## src/rtl/det_matrix_loader_if.sv

```systemverilog
// rtl/det_matrix_loader_if.sv - element stream, core handshake and response bundle for det_matrix_loader
// master drives elements, core replies and response ready; slave is the loader itself.
interface det_matrix_loader_if #(
  parameter int N = 5
);
  logic                 clr;
  logic [7:0]           in_data;
  logic                 in_valid;
  logic                 in_ready;
  logic [8*N*N-1:0]     mat_flat;
  logic                 det_start;
  logic                 det_done;
  logic [15:0]          det_result;
  logic [15:0]          res_data;
  logic                 res_err;
  logic                 res_valid;
  logic                 res_ready;
  logic                 busy;

  modport master (
    output clr, in_data, in_valid, det_done, det_result, res_ready,
    input  in_ready, mat_flat, det_start, res_data, res_err, res_valid, busy
  );

  modport slave (
    input  clr, in_data, in_valid, det_done, det_result, res_ready,
    output in_ready, mat_flat, det_start, res_data, res_err, res_valid, busy
  );
endinterface

```

## src/rtl/det_matrix_loader.sv

```systemverilog
// rtl/det_matrix_loader.sv - serial-to-parallel matrix loader and start/wait/respond sequencer
// Elements are packed row-major into mat_flat; the core result returns on a valid/ready channel.
module det_matrix_loader #(
  parameter int N       = 5,
  parameter int TIMEOUT = 1024,
  parameter int CNT_W   = 11
) (
  input  logic                  clk,
  input  logic                  rst_n,
  det_matrix_loader_if.slave    bus
);
  localparam int NE    = N * N;
  localparam int IDX_W = (NE > 1) ? $clog2(NE) : 1;

  typedef enum logic [1:0] {
    LOAD  = 2'd0,
    START = 2'd1,
    WAIT  = 2'd2,
    RESP  = 2'd3
  } state_t;

  state_t             state;
  logic [IDX_W-1:0]   idx;
  logic [CNT_W-1:0]   timer;

  always_ff @(posedge clk) begin
    if (!rst_n) begin
      state         <= LOAD;
      idx           <= '0;
      timer         <= '0;
      bus.mat_flat  <= '0;
      bus.det_start <= 1'b0;
      bus.res_data  <= '0;
      bus.res_err   <= 1'b0;
      bus.res_valid <= 1'b0;
      bus.busy      <= 1'b0;
      bus.in_ready  <= 1'b1;
    end else if (bus.clr) begin
      // Abort keeps mat_flat so a partial reload overwrites in place.
      state         <= LOAD;
      idx           <= '0;
      timer         <= '0;
      bus.det_start <= 1'b0;
      bus.res_err   <= 1'b0;
      bus.res_valid <= 1'b0;
      bus.busy      <= 1'b0;
      bus.in_ready  <= 1'b1;
    end else begin
      case (state)
        LOAD: begin
          if (bus.in_valid) begin
            for (int k = 0; k < NE; k++) begin
              if (idx == IDX_W'(k)) bus.mat_flat[8*k +: 8] <= bus.in_data;
            end
            if (idx == IDX_W'(NE - 1)) begin
              idx           <= '0;
              state         <= START;
              bus.det_start <= 1'b1;
              bus.busy      <= 1'b1;
              bus.in_ready  <= 1'b0;
            end else begin
              idx <= idx + 1'b1;
            end
          end
        end
        START: begin
          bus.det_start <= 1'b0;
          timer         <= '0;
          state         <= WAIT;
        end
        WAIT: begin
          timer <= timer + 1'b1;
          // A done in the same cycle as the timeout still wins.
          if (bus.det_done) begin
            bus.res_data  <= bus.det_result;
            bus.res_err   <= 1'b0;
            bus.res_valid <= 1'b1;
            bus.busy      <= 1'b0;
            state         <= RESP;
          end else if (timer == CNT_W'(TIMEOUT - 1)) begin
            bus.res_data  <= '0;
            bus.res_err   <= 1'b1;
            bus.res_valid <= 1'b1;
            bus.busy      <= 1'b0;
            state         <= RESP;
          end
        end
        RESP: begin
          if (bus.res_ready) begin
            bus.res_valid <= 1'b0;
            bus.in_ready  <= 1'b1;
            state         <= LOAD;
          end
        end
        default: state <= LOAD;
      endcase
    end
  end
endmodule

```

## src/flat_wrapper.sv

```systemverilog
// flat-port wrapper written by rule: the top's interface ports become plain ports
module det_matrix_loader_flat 
#(
  parameter int N       = 5,
  parameter int TIMEOUT = 1024,
  parameter int CNT_W   = 11
)
  (clk, rst_n, bus_clr, bus_in_data, bus_in_valid, bus_det_done, bus_det_result, bus_res_ready, bus_in_ready, bus_mat_flat, bus_det_start, bus_res_data, bus_res_err, bus_res_valid, bus_busy);
  det_matrix_loader_if #(.N(N)) bus_i ();
  input  logic clk;
  input  logic rst_n;
  input wire logic [$bits(bus_i.clr)-1:0] bus_clr;
  input wire logic [$bits(bus_i.in_data)-1:0] bus_in_data;
  input wire logic [$bits(bus_i.in_valid)-1:0] bus_in_valid;
  input wire logic [$bits(bus_i.det_done)-1:0] bus_det_done;
  input wire logic [$bits(bus_i.det_result)-1:0] bus_det_result;
  input wire logic [$bits(bus_i.res_ready)-1:0] bus_res_ready;
  output wire logic [$bits(bus_i.in_ready)-1:0] bus_in_ready;
  output wire logic [$bits(bus_i.mat_flat)-1:0] bus_mat_flat;
  output wire logic [$bits(bus_i.det_start)-1:0] bus_det_start;
  output wire logic [$bits(bus_i.res_data)-1:0] bus_res_data;
  output wire logic [$bits(bus_i.res_err)-1:0] bus_res_err;
  output wire logic [$bits(bus_i.res_valid)-1:0] bus_res_valid;
  output wire logic [$bits(bus_i.busy)-1:0] bus_busy;
  assign bus_i.clr = bus_clr;
  assign bus_i.in_data = bus_in_data;
  assign bus_i.in_valid = bus_in_valid;
  assign bus_i.det_done = bus_det_done;
  assign bus_i.det_result = bus_det_result;
  assign bus_i.res_ready = bus_res_ready;
  assign bus_in_ready = bus_i.in_ready;
  assign bus_mat_flat = bus_i.mat_flat;
  assign bus_det_start = bus_i.det_start;
  assign bus_res_data = bus_i.res_data;
  assign bus_res_err = bus_i.res_err;
  assign bus_res_valid = bus_i.res_valid;
  assign bus_busy = bus_i.busy;
  det_matrix_loader #(.N(N), .TIMEOUT(TIMEOUT), .CNT_W(CNT_W)) u_core (.clk(clk), .rst_n(rst_n), .bus(bus_i));
endmodule
```

## config.mk

```make
export PLATFORM = sky130hd
export DESIGN_NAME = det_matrix_loader_flat
export DESIGN_NICKNAME = d
export VERILOG_FILES = /design/src/rtl/det_matrix_loader_if.sv /design/src/rtl/det_matrix_loader.sv /design/src/flat_wrapper.sv
export SDC_FILE = /design/constraint.sdc
export NUM_CORES = 1
export LEC_CHECK = 0
export BUFFER_PORTS_ARGS = -buffer_cell sky130_fd_sc_hd__buf_2
export CAP_MARGIN = 20
export CORE_MARGIN = 5
export CORE_UTILIZATION = 40
export DETAILED_ROUTE_END_ITERATION = 8
export SETUP_SLACK_MARGIN = 0.4
export SYNTH_ARGS = -nofsm -noshare
export SYNTH_HDL_FRONTEND = slang
export SYNTH_SLANG_ARGS = --single-unit
```

## constraint.sdc

```tcl
create_clock -name clk -period 2.58 [get_ports clk]
set_clock_uncertainty 0.1 [all_clocks]
set_input_delay 0.258 -clock clk [delete_from_list [all_inputs] [get_ports clk]]
set_output_delay 0.258 -clock clk [all_outputs]
set_load 0.02 [all_outputs]
```

==> impl_summary.md <==
Route
For this block, the via count after detailed routing is 6981. Wires add up to 25.38 mm. Dividing the detail-routed via count by the number of cells gives 4.896. The routed wirelength normalized by instance count is 17.80 um.

The detail route stage leaves a number of antenna-violating nets equal to 0. In the routed design, unresolved DRC markers number 0. For this run, the detailed router's first-pass iteration total came to 4. The initial DRC count is 448.

Timing
The measured slew at the worst slew-check pin is 732.0 ps. The final critical path takes up 79.18% of the cycle. The final count of pins violating max slew is 0. The max-slew headroom at the worst pin is 51.20%. The number of failing setup endpoints in the final timing report is 0. The routed design could run at a clock period as short as 2043 ps. Across all setup checks in the final design, the least slack found is 537.2 ps. Setup repair after global routing left no endpoint under its margin.

Adding up every negative setup slack in the final design gives 0 ps. For this run, the top clock speed supported by timing is 489.5 MHz. The final-report hold violation count was 0.

Synth
The synthesized instance count is 877. The number of distinct standard cells referenced by the synthesized netlist is 43. The synthesized netlist occupies a cell area of 0.009135 mm2. In the synthesized netlist the async set-or-reset flop fraction comes to 0%. The mean cell area of the mapped netlist is 10.42 um2. Yosys printed 0 warnings.

The synthesized flop and latch total is 239. Ranked by total cell area, the synthesized netlist is headed by sky130_fd_sc_hd__dfxtp_1, sky130_fd_sc_hd__mux2i_1, sky130_fd_sc_hd__nor2_1, sky130_fd_sc_hd__nand3_4, sky130_fd_sc_hd__clkbuf_1. Of the post-synthesis cell area, the dominant cell type holds 52.38%. The share of the yosys chip area belonging to registers is 52.38%. The biggest area contributor in the post-synthesis netlist is sky130_fd_sc_hd__dfxtp_1.

The number of enable-type register cells in the synthesized netlist is 0. The synthesized netlist net count is 918. The most used flip-flop cell after synthesis is sky130_fd_sc_hd__dfxtp_1.

Clock tree
The cell at the root of the clock tree is sky130_fd_sc_hd__clkbuf_16. The number of sinks driven by the clock tree is 239. The CTS buffer count is 26. Counting along the longest clock path gives a buffer depth of 3. The clock tree from TritonCTS is done. After clock tree synthesis, the clock-pin slew on the worst setup and hold paths is 60 ps. Clock latency on the worst-skew pair, taken at its later pin, is 520 ps. CTS built an H-tree with a depth of 1.

Cells and area
The area overhead of the layout relative to synthesis is 28.45%. The post-route non-filler standard cell count is 1426. Of the cells placed in the final design, the portion with a size suffix greater than 1 is 29.80%. In the layout the commonest cells are sky130_fd_sc_hd__buf_2, sky130_fd_sc_hd__dfxtp_1, sky130_fd_sc_hd__nor2_1. 0 antenna diodes ended up in the layout.

The library cell used most frequently in the layout, excluding fill and tap cells, is sky130_fd_sc_hd__buf_2. In the final design database the tool counted 1164 nets.

Floorplanning
The core region is 0.02257 mm2. The floorplan step set the die width to 161.1 um. From bottom edge to top edge, the die measures 161.1 um. The floorplan has 55 rows. Pin placement for this block handled 251 I/O pins. The die covers 0.02596 mm2. The initial utilization of the core area, before any placement, comes to 40.47%.

Critical path
The number of cells on the worst reg-to-reg path is 8. The data required time at the worst endpoint is 2870 ps. The worst setup path is captured at a flip-flop. The minimum setup slack among reg-to-reg paths is 540 ps. In this run the critical register-to-register path is captured at u_core.bus.mat_flat[2]. The startpoint type of the worst setup path is a flip-flop. In this run the critical register-to-register path is launched from u_core.state[1]. STA puts the critical path data arrival time at 2340 ps. The worst-path maximum fanout is 9. The critical path is of the reg2reg type.

Place
The congestion estimate from routability-driven global placement came to 0.7738. The wire-length estimate of the detail-placed layout is 16.63 mm. The worst-case setup slack after placement is 367.7 ps. The post-placement cell count is 1359. The number of input and output port buffers inserted is 250.

Global routing
After global routing the overflow that remains totals 0. The first global-routing pass estimated 39.70 mm of wire. Global routing used 18.87% of the available tracks. The number of global-route vias before repair is 6900. The initial antenna violation count is 0. Entering global routing, the biggest net connects 101 pins.

Run
The number of max-cap violations is 0.

Power
The maximum ir drop on the vdd rail is 0.3775 mV. Total power for the finished layout comes to 7.994 mW. Dividing total power by cell area gives a power density of 681.3 mW/mm2. The leakage power is 6.465 nW.

Worst hold path
The kind of path behind the tightest hold check is in2reg. The startpoint of the worst hold path is rst_n. The sink of the worst hold path is u_core.idx[1]. Counting instances, the worst hold path has a depth of 3.

Status
The flow ran to the end, and the final reports show no timing, DRC or antenna violations.
layout make-up:
type | count | area, um2
tap | 285 | 356.6
sequential | 239 | 4785
multi-input combinational | 557 | 4019
timing repair buffer | 287 | 1589
fill | 2087 | 10840
clock inverter | 10 | 175.2
inverter | 12 | 50.05
clock buffer | 36 | 759.5
cell usage after synthesis, types with 3 or more instances:
cell,n
sky130_fd_sc_hd__clkbuf_1,43
sky130_fd_sc_hd__a22o_1,16
sky130_fd_sc_hd__ha_1,11
sky130_fd_sc_hd__a21oi_1,14
sky130_fd_sc_hd__buf_1,3
sky130_fd_sc_hd__nand4_2,7
sky130_fd_sc_hd__nand3_2,4
sky130_fd_sc_hd__nand4b_1,3
sky130_fd_sc_hd__nor2_1,214
sky130_fd_sc_hd__nor2b_1,3
sky130_fd_sc_hd__o21ai_0,4
sky130_fd_sc_hd__buf_2,15
sky130_fd_sc_hd__nand4_1,5
sky130_fd_sc_hd__nor3_1,4
sky130_fd_sc_hd__mux2i_1,194
sky130_fd_sc_hd__nand2_1,26
sky130_fd_sc_hd__xnor2_1,8
sky130_fd_sc_hd__buf_4,5
sky130_fd_sc_hd__dfxtp_1,239
sky130_fd_sc_hd__nand3_1,4
sky130_fd_sc_hd__and3_1,4
sky130_fd_sc_hd__nand3_4,10
sky130_fd_sc_hd__inv_1,12
sky130_fd_sc_hd__xor2_1,5
report_power, final:
part / internal, mW / leakage, nW / switching [mW]
sequential: 3.70 / 1.93 / 0.00546
combinational: 0.0837 / 4.08 / 0.204
clock: 2.54 / 0.464 / 1.46
per-stage QoR:
stage | cell area [um2] | utilization (%) | hold WS (ps)
after floorplan | 9135 | - | 258.1
after global placement | 10570 | 46.82 | 339.9
after detailed placement | 10570 | 46.82 | 345.1
after CTS | 11700 | 51.82 | 12.41
after global routing | 11730 | 51.98 | 28.36
final | 11730 | 51.98 | 28.79
what timing repair did:
item / 4_1_cts / 5_1_grt
endpoints found under the hold margin: 21 / 0
hold buffers: 19 / 0
pin swaps: 0 / 1
resized for setup: 1 / 4
endpoints found under the setup margin: 54 / 141
gates cloned: 0 / 0
buffers inserted: 0 / 2
worst max path at each step:
stage | slack (ps) | endpoint | cells past startpoint | startpoint
final | 540 | u_core.bus.mat_flat[2] | 8 | u_core.state[1]
after global routing | 400 | u_core.bus.mat_flat[99] | 7 | u_core.state[1]
after CTS | 430 | u_core.bus.mat_flat[117] | 7 | u_core.state[1]
after detailed placement | 370 | u_core.bus.mat_flat[163] | 6 | u_core.state[1]
after global placement | 410 | u_core.bus.mat_flat[190] | 6 | u_core.state[0]
after floorplan | 650 | u_core.bus.mat_flat[120] | 7 | u_core.idx[1]
metal layers:
metal  wire length, um  part of all wire (%)  track usage, %  vias up
li1                  -                     -               -     3443
met1             11410                    45           25.31     3268
met3              2481                   9.8           7.119       36
met2             11070                    44           29.34      234
met4               422                   1.7           3.877        0
met5                 0                     0               0        -
registers in the layout (all words and copies together), names as in the netlist:
name	count
u_core.bus.busy	1
u_core.bus.det_start	1
u_core.bus.res_valid	1
u_core.bus.mat_flat	200
u_core.bus.res_err	1
u_core.bus.in_ready	1
u_core.timer	11
u_core.idx	5
u_core.bus.res_data	16
u_core.state	2
cell families after synthesis:
group           synth area share [%]
buf+inv                        3.917
xor+xnor                       1.246
fa+ha+maj                      1.507
simple gates                   16.00
mux                            21.26
flops                          52.38
compound gates                 3.698
worst max-delay path: stages, from the launching register on:
cell and delay [ps]:
sky130_fd_sc_hd__dfxtp_1 330, sky130_fd_sc_hd__inv_1 110, sky130_fd_sc_hd__ha_2 260, sky130_fd_sc_hd__and4bb_1 210
sky130_fd_sc_hd__buf_4 210, sky130_fd_sc_hd__and4bb_1 220, sky130_fd_sc_hd__buf_4 200, sky130_fd_sc_hd__mux2i_1 210
sky130_fd_sc_hd__nor2_1 50
Note: power is estimated with default switching activity, not from simulation.
